$ cat src/rtl/div_pkg.sv
// Shared definitions for the programmable clock divider: output mode
// encoding and the smallest divisor the counter accepts.
package div_pkg;

    typedef enum logic {
        MODE_PULSE  = 1'b0,
        MODE_SQUARE = 1'b1
    } mode_e;

    localparam int DIV_MIN = 2;

endpackage

$ cat src/rtl/div_load_ctrl.sv
// Divisor load path: validates requested divisors, holds them in a shadow
// register and hands the next divisor to the counter at its wrap edge.
module div_load_ctrl
    import div_pkg::*;
#(
    parameter int M         = 10,
    parameter int N_DEFAULT = 1000
) (
    input  logic         i_clk,
    input  logic         i_clear,
    input  logic         i_load,
    input  logic [M-1:0] i_div_in,
    input  logic         i_wrap,
    output logic [M-1:0] o_div,
    output logic [M-1:0] o_div_next,
    output logic         o_pending,
    output logic         o_div_err
);

    logic [M-1:0] r_div;
    logic [M-1:0] r_shadow;
    logic         r_pending;
    logic         r_div_err;
    logic         w_load_ok;
    logic [M-1:0] w_div_next;

    assign w_load_ok = i_load && (i_div_in >= M'(DIV_MIN));

    // A valid load on the wrap edge bypasses the shadow so it takes effect at once.
    always_comb begin
        // NOTE: default first so every path assigns the signal and no latch is inferred.
        w_div_next = r_div;
        if (i_wrap) begin
            if (w_load_ok) begin
                w_div_next = i_div_in;
            end else if (r_pending) begin
                w_div_next = r_shadow;
            end
        end
    end

    always_ff @(posedge i_clk or posedge i_clear) begin
        if (i_clear) begin
            r_div     <= M'(N_DEFAULT);
            r_shadow  <= M'(N_DEFAULT);
            r_pending <= 1'b0;
            r_div_err <= 1'b0;
        end else begin
            // NOTE: non-blocking assignments keep every register sampling pre-edge values.
            r_div <= w_div_next;
            if (w_load_ok) begin
                r_shadow <= i_div_in;
            end
            if (w_load_ok && !i_wrap) begin
                r_pending <= 1'b1;
            end else if (i_wrap) begin
                r_pending <= 1'b0;
            end
            if (i_load) begin
                r_div_err <= !w_load_ok;
            end
        end
    end

    assign o_div      = r_div;
    assign o_div_next = w_div_next;
    assign o_pending  = r_pending;
    assign o_div_err  = r_div_err;

endmodule

$ cat src/rtl/prog_clock_divider.sv
// Runtime-programmable divide-by-D counter with pulse or near-50% square
// output, terminal-count flag and glitch-free divisor reload at the wrap.
module prog_clock_divider
    import div_pkg::*;
#(
    parameter int M         = 10,
    parameter int N_DEFAULT = 1000
) (
    input  logic         CLK,
    input  logic         CLEAR,
    input  logic         EN,
    input  logic         LOAD,
    input  logic [M-1:0] DIV_IN,
    input  logic         MODE,
    output logic [M-1:0] COUNT,
    output logic         OUT,
    output logic         TC,
    output logic         PENDING,
    output logic         DIV_ERR
);

    logic [M-1:0] r_count;
    logic         r_out;
    logic         r_tc;
    logic [M-1:0] w_div;
    logic [M-1:0] w_div_next;
    logic         w_wrap;
    logic [M-1:0] w_count_next;
    logic         w_out_next;
    mode_e        w_mode;

    assign w_mode = mode_e'(MODE);
    assign w_wrap = EN && (r_count == (w_div - M'(1)));

    div_load_ctrl #(
        .M         (M),
        .N_DEFAULT (N_DEFAULT)
    ) u_load_ctrl (
        .i_clk      (CLK),
        .i_clear    (CLEAR),
        .i_load     (LOAD),
        .i_div_in   (DIV_IN),
        .i_wrap     (w_wrap),
        .o_div      (w_div),
        .o_div_next (w_div_next),
        .o_pending  (PENDING),
        .o_div_err  (DIV_ERR)
    );

    // OUT is decoded from the count and divisor that will hold after this edge.
    always_comb begin
        w_count_next = r_count;
        w_out_next   = 1'b0;
        if (!EN) begin
            w_out_next = (w_mode == MODE_SQUARE) ? r_out : 1'b0;
        end else begin
            w_count_next = w_wrap ? '0 : r_count + M'(1);
            if (w_mode == MODE_PULSE) begin
                w_out_next = (w_count_next == (w_div_next - M'(1)));
            end else begin
                w_out_next = (w_count_next < (w_div_next >> 1));
            end
        end
    end

    always_ff @(posedge CLK or posedge CLEAR) begin
        if (CLEAR) begin
            r_count <= '0;
            r_out   <= 1'b0;
            r_tc    <= 1'b0;
        end else begin
            r_count <= w_count_next;
            r_out   <= w_out_next;
            r_tc    <= w_wrap;
        end
    end

    assign COUNT = r_count;
    assign OUT   = r_out;
    assign TC    = r_tc;

endmodule

$ cat config.mk
export PLATFORM = sky130hd
export DESIGN_NAME = prog_clock_divider
export DESIGN_NICKNAME = d
export VERILOG_FILES = /design/src/rtl/div_pkg.sv /design/src/rtl/div_load_ctrl.sv /design/src/rtl/prog_clock_divider.sv
export SDC_FILE = /design/constraint.sdc
export NUM_CORES = 1
export LEC_CHECK = 0
export CAP_MARGIN = 20
export CORE_ASPECT_RATIO = 1.75
export CORE_MARGIN = 3
export CORE_UTILIZATION = 40
export CTS_CLUSTER_SIZE = 25
export DETAILED_ROUTE_END_ITERATION = 8
export GPL_TIMING_DRIVEN = 0
export SLEW_MARGIN = 15
export SYNTH_ARGS = -nofsm -noshare
export SYNTH_HDL_FRONTEND = slang
export SYNTH_SLANG_ARGS = --single-unit
$ cat constraint.sdc
create_clock -name CLK -period 8.5 [get_ports CLK]
set_input_delay 1.7 -clock CLK [delete_from_list [all_inputs] [get_ports CLK]]
set_output_delay 1.7 -clock CLK [all_outputs]
set_load 0.005 [all_outputs]
==> flow_summary.rst <==
.. list-table::
   :header-rows: 1

   * - Metric
     - Value
   * - Final design utilization
     - around half
   * - Floorplan die area
     - 8330 µm²
   * - Number of top-level design ports
     - 29
   * - Nature of the critical path startpoint
     - primary input
   * - H-tree depth
     - 2
   * - Ratio of total power to cell area
     - around 250 nW/µm²
   * - Sequential fraction of the synthesis area
     - ~30%
   * - Placement-stage cell area
     - 3260 µm²
   * - Gate count of the mapped netlist
     - between 300 and 400
   * - Fraction of registers with async set or reset after synthesis
     - 100%
   * - Total negative setup slack
     - 0 ps
   * - Min-delay worst type
     - register to register
   * - Maximum net fanout on the critical path
     - 7
   * - Total number of placement rows
     - 40
   * - Synthesis-to-finish area growth
     - 17.7%
   * - Synth unique cells
     - 66
   * - Insertion delay to the later sink of the worst-skew pair
     - approximately 290 ps
   * - Pin count of the biggest net entering global routing
     - 35
   * - Residual DRC count
     - 0
   * - Clock Sink Count
     - 34
   * - Starting DRT DRC Count
     - approximately 160
   * - Final setup violation count
     - 0
   * - Vias in the first global route
     - roughly 2800
   * - Post-synthesis instance area
     - slightly below 3000 µm²
   * - Worst slew slack as a fraction of its limit
     - between 40 and 50%
   * - Kind of critical path
     - primary input to register
   * - Drt wl/cell
     - around 18 µm
   * - Cells taking the most area after synthesis
     - dfrtp_1 19%, dfstp_2 11%, nand2_1 6.6%
   * - Pin slew with the least headroom to its limit
     - slightly below 800 ps
   * - Clock tree from TritonCTS
     - yes
   * - Buffering stage count on the worst path with inverters included
     - 1
   * - Final cycle utilization of the critical path
     - just under 70%
   * - Die boundary height
     - between 100 and 150 µm
   * - First-pass GRT wire length
     - around 14000 µm
   * - Final weighted congestion of routability-driven global placement
     - slightly below 1
   * - Clock-pin slew on the worst setup and hold paths
     - about 60 ps
   * - Post-layout instance area
     - between 3000 and 4000 µm²
   * - Hold buffer count at cts
     - 0
   * - Worst Setup End Kind
     - register
   * - Starting Density
     - about two fifths
   * - Total Nets Final
     - a little over 400
   * - Arrival time worst endpoint
     - between 5000 and 6000 ps
   * - Cells traversed along the worst timing path
     - clkdlybuf4s50_1, or4_1, o31a_1, nor2_1, nor4_1, nand2_1, a21oi_1, ha_1, nand2_1, mux2i_1, xnor2_1, nor4b_1, a41oi_1, a311oi_1
   * - Area of the core
     - between 6000 and 7000 µm²
   * - Total half-perimeter wirelength after legalization and detailed placement
     - approximately 6700 µm
   * - Number of buffers created by CTS
     - 5
   * - WL final
     - between 8000 and 9000 µm
   * - Most frequent cell after synthesis
     - nand2_1
   * - Number of antenna violations at the first check in global routing
     - 0
   * - Overall overflow remaining after global route
     - 0
   * - Die boundary width
     - 70.3 µm
   * - Most used standard cells in the synthesized netlist
     - 51 x nand2_1, 26 x nor2_1, 22 x a21oi_1, 22 x dfrtp_1, 19 x xnor2_1
   * - Area fraction of the dominant cell type after synthesis
     - 19.0%
   * - Mean area per synthesized cell
     - between 8 and 9 µm²
   * - Clock period minus final worst setup slack
     - 5750 ps
   * - First-pass iteration count of the detailed router
     - 4
   * - Primary flip-flop cell chosen by synthesis mapping
     - dfrtp_1
   * - Worst clock skew
     - 7.99 ps
   * - Pleak
     - about 0.0015 µW
   * - Maximum clock frequency
     - ~170 MHz
   * - Antenna Nets Post-Route
     - 0
   * - Share of layout cells above drive strength 1
     - 10.9%
   * - RSZ-0062 raised after global routing
     - false
   * - Synthesis warning total
     - 0
   * - Maximum buffer depth of the clock tree
     - 2
   * - Critical Path Max Stage Delay
     - around 590 ps
   * - Fin. max-slew vios
     - 0
   * - Crit path max-delay family
     - simple AND/OR/NAND/NOR gates
   * - Diode insertion count for antenna repair
     - 0
   * - Outcome
     - finished clean
   * - Combined global-route utilization of all metal layers
     - between 20% and 30%
   * - Root buf cell
     - clkbuf_16
   * - Register bit count reported by yosys
     - 34
   * - Final hold violation count
     - 0
   * - Vias per Instance
     - 5.72
   * - Post-synthesis net count
     - around 380
   * - Max-cap check violation count
     - 0
   * - Cell with the largest stage delay on the worst path
     - or4_1
   * - Port buffer count
     - 26
   * - Largest vdd supply drop
     - ~0.11 mV
   * - Vias
     - around 2700
   * - Post CTS Setup Buffer Count
     - 0
   * - Worst EP required
     - roughly 8700 ps
   * - Number of enable-type register cells in the synthesized netlist
     - 0
   * - Number of resized instances in the post-cts repair step
     - 0
   * - Most area-hungry cell type in the Yosys netlist
     - dfrtp_1
   * - CP dominant cell by count
     - nand2_1
metrics by stage:
step	hold WS, ps	instances	setup slack [ps]	total power (µW)
finish	456	470	2750	845
global route	476	470	2610	904
CTS	459	470	2850	846
detailed placement	450	462	2570	655
global placement	448	462	2520	652
floorplan	439	352	3850	523
cell type report:
type,instances,area [µm²]
timing repair buffer,26,260
buffer,20,98.8
clock buffer,7,143
multi-input combinational,280,1860
fill,715,3550
inverter,18,67.6
tap,84,105
clock inverter,1,5.00
sequential,34,866
cell families (layout without fill, tap and decap cells):
kind of cell	count (synthesis)	in the layout	share of synthesized area [%]
flip-flops	34	34	29.9
buffers and inverters	38	72	5.75
AND/OR/NAND/NOR	142	142	24.8
multiplexers	23	23	8.47
XOR/XNOR	29	29	8.78
AO/OA/AOI/OAI	75	75	17.6
adder cells (fa/ha/maj)	11	11	4.76
placed cells by master, fill, tap and decap left out, types with 13 or more instances in the layout:
master,n
clkdlybuf4s50_1,26
dfrtp_1,22
mux2i_1,14
o21ai_0,17
inv_1,16
nor2_1,26
xnor2_1,19
clkbuf_1,13
a21oi_1,22
nand2_1,51
worst min-delay path, stage by stage (launching register included):
cell and delay [ps]:
dfstp_2 360, nand2_1 50, nand2_1 50
per-layer routing:
layer	global-route usage, %	vias up	share of wire (%)
li1	-	1318	-
met1	22.3	1263	38
met2	38.1	73	53
met3	3.06	33	3.3
met4	14.4	0	6.3
met5	0	-	0
power breakdown:
group / internal, µW / switching (µW)
logic: 204 / 220
registers: 193 / 40.9
clock network: 116 / 69.8
total: 514 / 331
final timing paths:
path,end,depth (start not counted),start,slack (ps)
worst max-delay path,OUT,14,DIV_IN[2],2750
worst min-delay path,u_load_ctrl.r_shadow[6],2,u_load_ctrl.r_shadow[6],460
worst max register to register,OUT,21,u_load_ctrl.o_div[0],3380
worst min register to register,u_load_ctrl.r_shadow[6],2,u_load_ctrl.r_shadow[6],460
max in group asynchronous,COUNT[8],2,CLEAR,6190
min in group asynchronous,u_load_ctrl.r_shadow[0],2,CLEAR,1850
state kept, by name, indices dropped and copies added, names as in the netlist:
name / count
COUNT: 10
u_load_ctrl.o_div: 10
u_load_ctrl.r_shadow: 10
OUT: 1
TC: 1
u_load_ctrl.o_div_err: 1
u_load_ctrl.o_pending: 1
Note: power is estimated with default switching activity, not from simulation.
